[src/rtl/cpu_pkg.sv]
// Shared CPU pipeline definitions.
//   RESET_PC     : address of the first fetched instruction
//   IF_ID_BUS_W  : width of the IF->ID payload {inst, pc}
//   if_state_e   : fetch-stage state encoding
package cpu_pkg;
  localparam logic [31:0] RESET_PC    = 32'h1c000000;
  localparam int          IF_ID_BUS_W = 64;

  typedef enum logic [1:0] {
    BOOT = 2'd0,  // nothing in flight
    WAIT = 2'd1,  // SRAM read data this cycle belongs to fs_pc
    HOLD = 2'd2   // instruction for fs_pc parked in the hold buffer
  } if_state_e;
endpackage

[src/rtl/if_hold_buf.sv]
// One-entry instruction hold buffer with bypass mux.
//   clk, reset : clock, async active-low reset
//   capture    : park rdata (ID stalled on a fresh fetch)
//   clear      : drop buffered entry (new fetch issued); wins over capture
//   live       : IF holds a valid instruction; gates raw SRAM data
//   rdata      : SRAM read data
//   buf_valid  : buffer holds the instruction
//   inst       : instruction presented to ID
module if_hold_buf (
  input  logic        clk,
  input  logic        reset,
  input  logic        capture,
  input  logic        clear,
  input  logic        live,
  input  logic [31:0] rdata,
  output logic        buf_valid,
  output logic [31:0] inst
);
  logic [31:0] buf_inst;

  always_ff @(posedge clk or negedge reset) begin
    if (!reset) begin
      buf_valid <= 1'b0;
      buf_inst  <= 32'h0;
    end else if (clear) begin
      buf_valid <= 1'b0;
    end else if (capture) begin
      buf_valid <= 1'b1;
      buf_inst  <= rdata;
    end
  end

  // Zero when IF is empty so stale SRAM data (e.g. after a mid-run reset)
  // never leaks onto the bus.
  assign inst = buf_valid ? buf_inst : (live ? rdata : 32'h0);
endmodule

[src/rtl/stage_1_if.sv]
// Instruction-fetch stage: PC generation, SRAM request, IF->ID handshake.
//   clk, reset        : clock, async active-low reset
//   valid_1, allow_2  : IF->ID valid / ID accept
//   stage_1_to_2      : {inst, pc}
//   br_taken/br_target: redirect from ID
//   inst_sram_*       : synchronous instruction SRAM port (1-cycle read)
module stage_1_if
  import cpu_pkg::*;
(
  input  logic                   clk,
  input  logic                   reset,
  output logic                   valid_1,
  input  logic                   allow_2,
  output logic [IF_ID_BUS_W-1:0] stage_1_to_2,
  input  logic                   br_taken,
  input  logic [31:0]            br_target,
  output logic                   inst_sram_en,
  output logic [31:0]            inst_sram_addr,
  input  logic [31:0]            inst_sram_rdata
);
  logic [31:0] fs_pc;
  logic        fs_valid;
  if_state_e   state;

  logic        fs_allowin;
  logic        req;
  logic        capture;
  logic        buf_valid;
  logic [31:0] nextpc;
  logic [31:0] inst;

  assign fs_allowin = !fs_valid || allow_2 || br_taken;
  assign nextpc     = br_taken ? br_target : fs_pc + 32'd4;
  assign req        = reset && fs_allowin;
  // In WAIT with no request the only cause is an ID stall: park the data.
  assign capture    = (state == WAIT) && !req;

  always_ff @(posedge clk or negedge reset) begin
    if (!reset) begin
      fs_pc    <= RESET_PC - 32'd4;
      fs_valid <= 1'b0;
      state    <= BOOT;
    end else if (req) begin
      fs_pc    <= nextpc;
      fs_valid <= 1'b1;
      state    <= WAIT;
    end else if (capture) begin
      state    <= HOLD;
    end
  end

  if_hold_buf u_hold_buf (
    .clk       (clk),
    .reset     (reset),
    .capture   (capture),
    .clear     (req),
    .live      (fs_valid),
    .rdata     (inst_sram_rdata),
    .buf_valid (buf_valid),
    .inst      (inst)
  );

  // No delay slot: the instruction in IF is squashed by a taken branch.
  assign valid_1        = fs_valid && !br_taken;
  assign stage_1_to_2   = {inst, fs_pc};
  assign inst_sram_en   = req;
  assign inst_sram_addr = nextpc;
endmodule
[config.mk]
export PLATFORM = sky130hd
export DESIGN_NAME = stage_1_if
export DESIGN_NICKNAME = d
export VERILOG_FILES = /design/src/rtl/cpu_pkg.sv /design/src/rtl/if_hold_buf.sv /design/src/rtl/stage_1_if.sv
export SDC_FILE = /design/constraint.sdc
export NUM_CORES = 1
export LEC_CHECK = 0
export ABC_AREA = 1
export CORE_UTILIZATION = 25
export CTS_CLUSTER_SIZE = 40
export DETAILED_ROUTE_END_ITERATION = 8
export DONT_BUFFER_PORTS = 1
export PLACE_DENSITY = 0.46
export SETUP_SLACK_MARGIN = 0.4
export SYNTH_ARGS = -nofsm -noshare
export SYNTH_HDL_FRONTEND = slang
export SYNTH_HIERARCHICAL = 1
export SYNTH_SLANG_ARGS = --single-unit
[constraint.sdc]
create_clock -name clk -period 2.5 [get_ports clk]
set_input_delay 0.625 -clock clk [delete_from_list [all_inputs] [get_ports clk]]
set_output_delay 0.625 -clock clk [all_outputs]
set_load 0.02 [all_outputs]
After elaboration in Yosys (flattened, before gate mapping):

Cells that the tools add are included.

* $add $sub $neg: 1
* multiply operators: 0
* div/mod/pow operators: 0
* magnitude comparators: 0
* equality and inequality tests: 1
* shift-type cells: 0
* mux-type cells: 7
* bitwise logic cells: 1
* reductions and logical operators: 10

Operator list (count)
* 32-bit 2-to-1 mux: 3
* 32-bit by 3-bit adder with 32-bit output (second input constant): 1
* 2-bit 2-to-1 mux: 2
* 1-bit logical AND: 3
* 1-bit zero test: 3
* 2-bit by 1-bit equality test with 1-bit output (second input constant): 1
* 1-bit logical OR: 2
* 1-bit 2-to-1 mux: 2
* 2-bit AND reduction: 1
* 2-bit nonzero test: 1
* 1-bit NOT: 1

* flip-flop bits (word level): 68
* bits in latches: 0
* RAM bits: 0
* ROM bits: 0
* output and inout port bits: 98
* memories kept: 0

Depth between registers and ports, before layout:

* word-level depth: 8
* depth in mapped cells: 12
* depth with buffers taken out: 10

Modules after synthesis:

The synthesis kept the hierarchy.

Modules (own cells, without submodules)
* stage_1_if: instances 1, cells each 422, area each 2640.0 µm², seq. area each 908.4 µm²
* if_hold_buf: instances 1, cells each 249, area each 1869.3 µm², seq. area each 825.8 µm²

Worst setup path before layout:

No wires, ideal clock.

* path kind: register to output
* start: register fs_pc[3]
* end: output port inst_sram_addr[8]
* arrival time: 1.727 ns
* required time: 1.875 ns
* slack: 0.148 ns
* cell stages (with the launch flop): 6
* cell sequence: dfstp_2 -> ha_1 -> nand3_1 -> nor2_2 -> xor2_1 -> o21ai_0

* word-level cells in the longest chain between the ends: 2

Ends and longest elaborated chain
* from (decl): RTL line stage_1_if.sv:21 `logic [31:0] fs_pc;`
* from (signal assigned): RTL line stage_1_if.sv:40 `fs_pc <= RESET_PC - 32'd4;`
* from (signal assigned): RTL line stage_1_if.sv:44 `fs_pc <= nextpc;`
* 32-bit by 3-bit adder with 32-bit output: RTL line stage_1_if.sv:33 `assign nextpc = br_taken ? br_target : fs_pc + 32'd4;`
* 32-bit 2-to-1 mux: RTL line stage_1_if.sv:33
* to (decl): RTL line stage_1_if.sv:18 `output logic [31:0] inst_sram_addr,`

Every way passes these cells.

Worst setup path in the final report:

* start: register fs_pc[2]
* end: output port inst_sram_addr[8]

Same word-level chain as after synthesis.

==> results_dict.tcl <==
set metrics [dict create \
    switching_share_pct 37.52 \
    p_sw_uw 1665 \
    grt_max_degree 43 \
    setup_viol 8 \
    drtIter0Drc 178 \
    cts_buffers 9 \
    ir_worst_vdd_mv 0.3403 \
    cts_tree "done" \
    track_usage_pct 16.41 \
    ys_ff_latch 68 \
    synth_edf_count 0 \
    drc 0 \
    timing.setup.tns_ns -0.3515 \
    root_buffer "clkbuf_16" \
    cpMaxStageDelayCell "dfstp_2" \
    slew_violations 0 \
    vias 4463 \
    worstPathMaxFanout 4 \
    syn_avg_cell_area_um2 6.720 \
    pwr-share-clk_pct 30.7 \
    ys_async_sr_fraction_pct 100.0 \
    cts_max_level 3 \
    synth-main-ff-cell "dfrtp_1" \
    ys_warn_count 6 \
    violations "setup timing" \
    ys_seq_area_share_pct 38.46 \
    arrival_ns 1.93 \
    ys_top_cells_by_area "nand2_1 (24%), dfrtp_1 (23%), dfstp_2 (15%), nand3_1 (12%), nor2_1 (3.6%)" \
    power_frac_seq_pct 36.7 \
    worst_hold_path_type "in -> async" \
    p_total_uw 4439 \
    die_h_um 136.3 \
    antenna_found_initial 0 \
    finalHoldViolations 0 \
    status "finished with violations" \
    pwr_density_cell_mw_per_mm2 753.0 \
    hpwl_um 10250 \
    diodes 0 \
    dr.pass1.iters 4 \
    path_cells "ha_4 > nand3_4 > nor2_4 > buf_4 > buf_6 > xor2_2 > o21ai_2 > buf_6" \
    yosysMostFrequentCell "nand2_1" \
    clock_sinks 68 \
    holdWs_ns 0.1376 \
    yosysUniqueCellTypes 31 \
    clk_latency_ns 0.34 \
    path_common_cell "buf_6" \
    end_kind "output port" \
    clk_pin_slew_ns 0.06 \
    die_x_um 136.3 \
    fmax_ghz 0.3910 \
    viasPerCell 4.683 \
    dieArea_mm2 0.01858 \
    cp-start-kind "flop" \
    port-buffer-count 0 \
    synthCells 671 \
    drtAntennaViolNets 0 \
    routed_wl_um 14870 \
    layout_worst_path_cycle_share_pct 102.3 \
    internal-power_uw 2773 \
    worst_ep_required_time_ns 1.88 \
    gp_congestion 0.8384 \
    yosys.area.top_type "nand2_1" \
    critPathKind "reg -> out" \
    synthToLayoutAreaGrowth_pct 30.72 \
    maxCapViolCount 0 \
    grt_pass1_wl_um 23120 \
    fill_cells 1897 \
    setup_ws_ns -0.05744 \
    synthTopCellsByCount "nand2_1 (290), nand3_1 (111), nor2_1 (43), dfrtp_1 (42), inv_1 (32)" \
    boundaryPins 166 \
    layout.nets 792 \
    layout-drive-gt1-share_pct 32.97 \
    grt_overflow 0 \
    finalCriticalPeriod_ns 2.557 \
    dpl.cell_count 908 \
    fin_skew_ns 0.008352 \
    yosysTopAreaCellShare_pct 24.14 \
    p_leak_uw 0.002789 \
    clock_path_buffers 2 \
    grt_pass1_vias 4270 \
    syn_area_mm2 0.004509 \
    fin_util_pct 33.73 \
    slowest_delay_ns 0.58 \
    core_area_mm2 0.01748 \
    tightest_slew_ns 0.4772 \
    slew_headroom_pct 67.97 \
    wl_per_cell_um 15.60 \
    combPwrFrac_pct 32.7 \
    rsz0062_at_grt "yes" \
    initial_utilization_pct 25.80 \
    final_cell_count_no_fill 953 \
    num_rows 48 \
    synth_nets 740 \
]
## through the flow
| stage | setup WS, ns | instance area, um2 |
|---|---|---|
| after floorplan | 0.3241 | 4573 |
| after global placement | 0.2395 | 4980 |
| after detailed placement | 0.2325 | 4980 |
| after CTS | -0.1147 | 5640 |
| after global routing | -0.1849 | 5894 |
| final | -0.05744 | 5894 |
## power groups by stage
| stage | sequential, uW | combinational (uW) | clock, uW |
|---|---|---|---|
| floorplan | 1700 | 914 | 0 |
| global placement | 1640 | 1270 | 0 |
| detailed placement | 1640 | 1270 | 0 |
| CTS | 1620 | 1400 | 1410 |
| global route | 1660 | 1600 | 1460 |
| finish | 1630 | 1450 | 1360 |
## layout make-up
type	instances	area (um2)	area share, %
flip-flops and latches	68	1735	29.44
multi-input cells	534	2781	47.19
repair buffers	73	634.4	10.76
well taps	225	281.5	4.776
clock buffers	12	236.5	4.012
clock inverters	4	73.82	1.252
inverters	37	151.4	2.568
## path summary, 6_finish.rpt
kind	from	to	slack, ns	cells after the start
max in group asynchronous	reset	u_hold_buf/buf_valid	2.15	1
worst max register to register	fs_pc[2]	fs_pc[18]	0.71	11
worst min register to register	u_hold_buf/buf_inst[24]	u_hold_buf/buf_inst[24]	0.47	2
min in group clk	br_target[3]	fs_pc[3]	0.42	2
worst max-delay path	fs_pc[2]	inst_sram_addr[8]	-0.06	8
worst min-delay path	reset	u_hold_buf/buf_inst[4]	0.14	1
## sequential cells by signal, indices dropped and copies added, names as in the netlist
| name | flops |
|---|---|
| fs_pc | 32 |
| u_hold_buf/buf_inst | 32 |
| state | 2 |
| fs_valid | 1 |
| u_hold_buf/buf_valid | 1 |
## per-layer routing
| layer | track usage [%] | vias to the layer above | routed length (um) |
|---|---|---|---|
| li1 | - | 2236 | - |
| met4 | 5.494 | 0 | 239 |
| met1 | 19.82 | 2075 | 6380 |
| met5 | 0 | - | 0 |
| met3 | 5.444 | 16 | 1124 |
| met2 | 27.19 | 136 | 7120 |
## critical path: cells and delay by family, from the launching register on
kind	cells	cell delay [ns]
xor+xnor	1	0.15
simple gates	2	0.26
compound gates	1	0.08
buf+inv	3	0.35
flops	1	0.58
fa+ha+maj	1	0.18
## cell usage in the layout, fill, tap and decap left out, types with 14 or more instances in the layout
| cell type | n |
|---|---|
| nand2_1 | 270 |
| nor2_1 | 17 |
| dfstp_2 | 26 |
| nor2_2 | 20 |
| nand3_1 | 97 |
| dfrtp_1 | 41 |
| nand2_2 | 28 |
| inv_1 | 30 |
| nor2_4 | 14 |
| buf_4 | 60 |
## cells by family after synthesis
| group | count (synthesis) | share of synthesized area [%] |
|---|---|---|
| simple gates | 493 | 47.53 |
| buf+inv | 69 | 8.407 |
| flops | 68 | 38.46 |
| compound gates | 39 | 5.133 |
| xor+xnor | 1 | 0.1943 |
| fa+ha+maj | 1 | 0.2774 |
## what timing repair did
action | in CTS | in global routing
resized for setup | 61 | 54
pin swaps | 19 | 22
hold buffers | 1 | 0
endpoints found under the setup margin | 61 | 38
hold endpoints to repair | 42 | 0
setup buffers | 20 | 8
(Power assumes the default switching activity.)
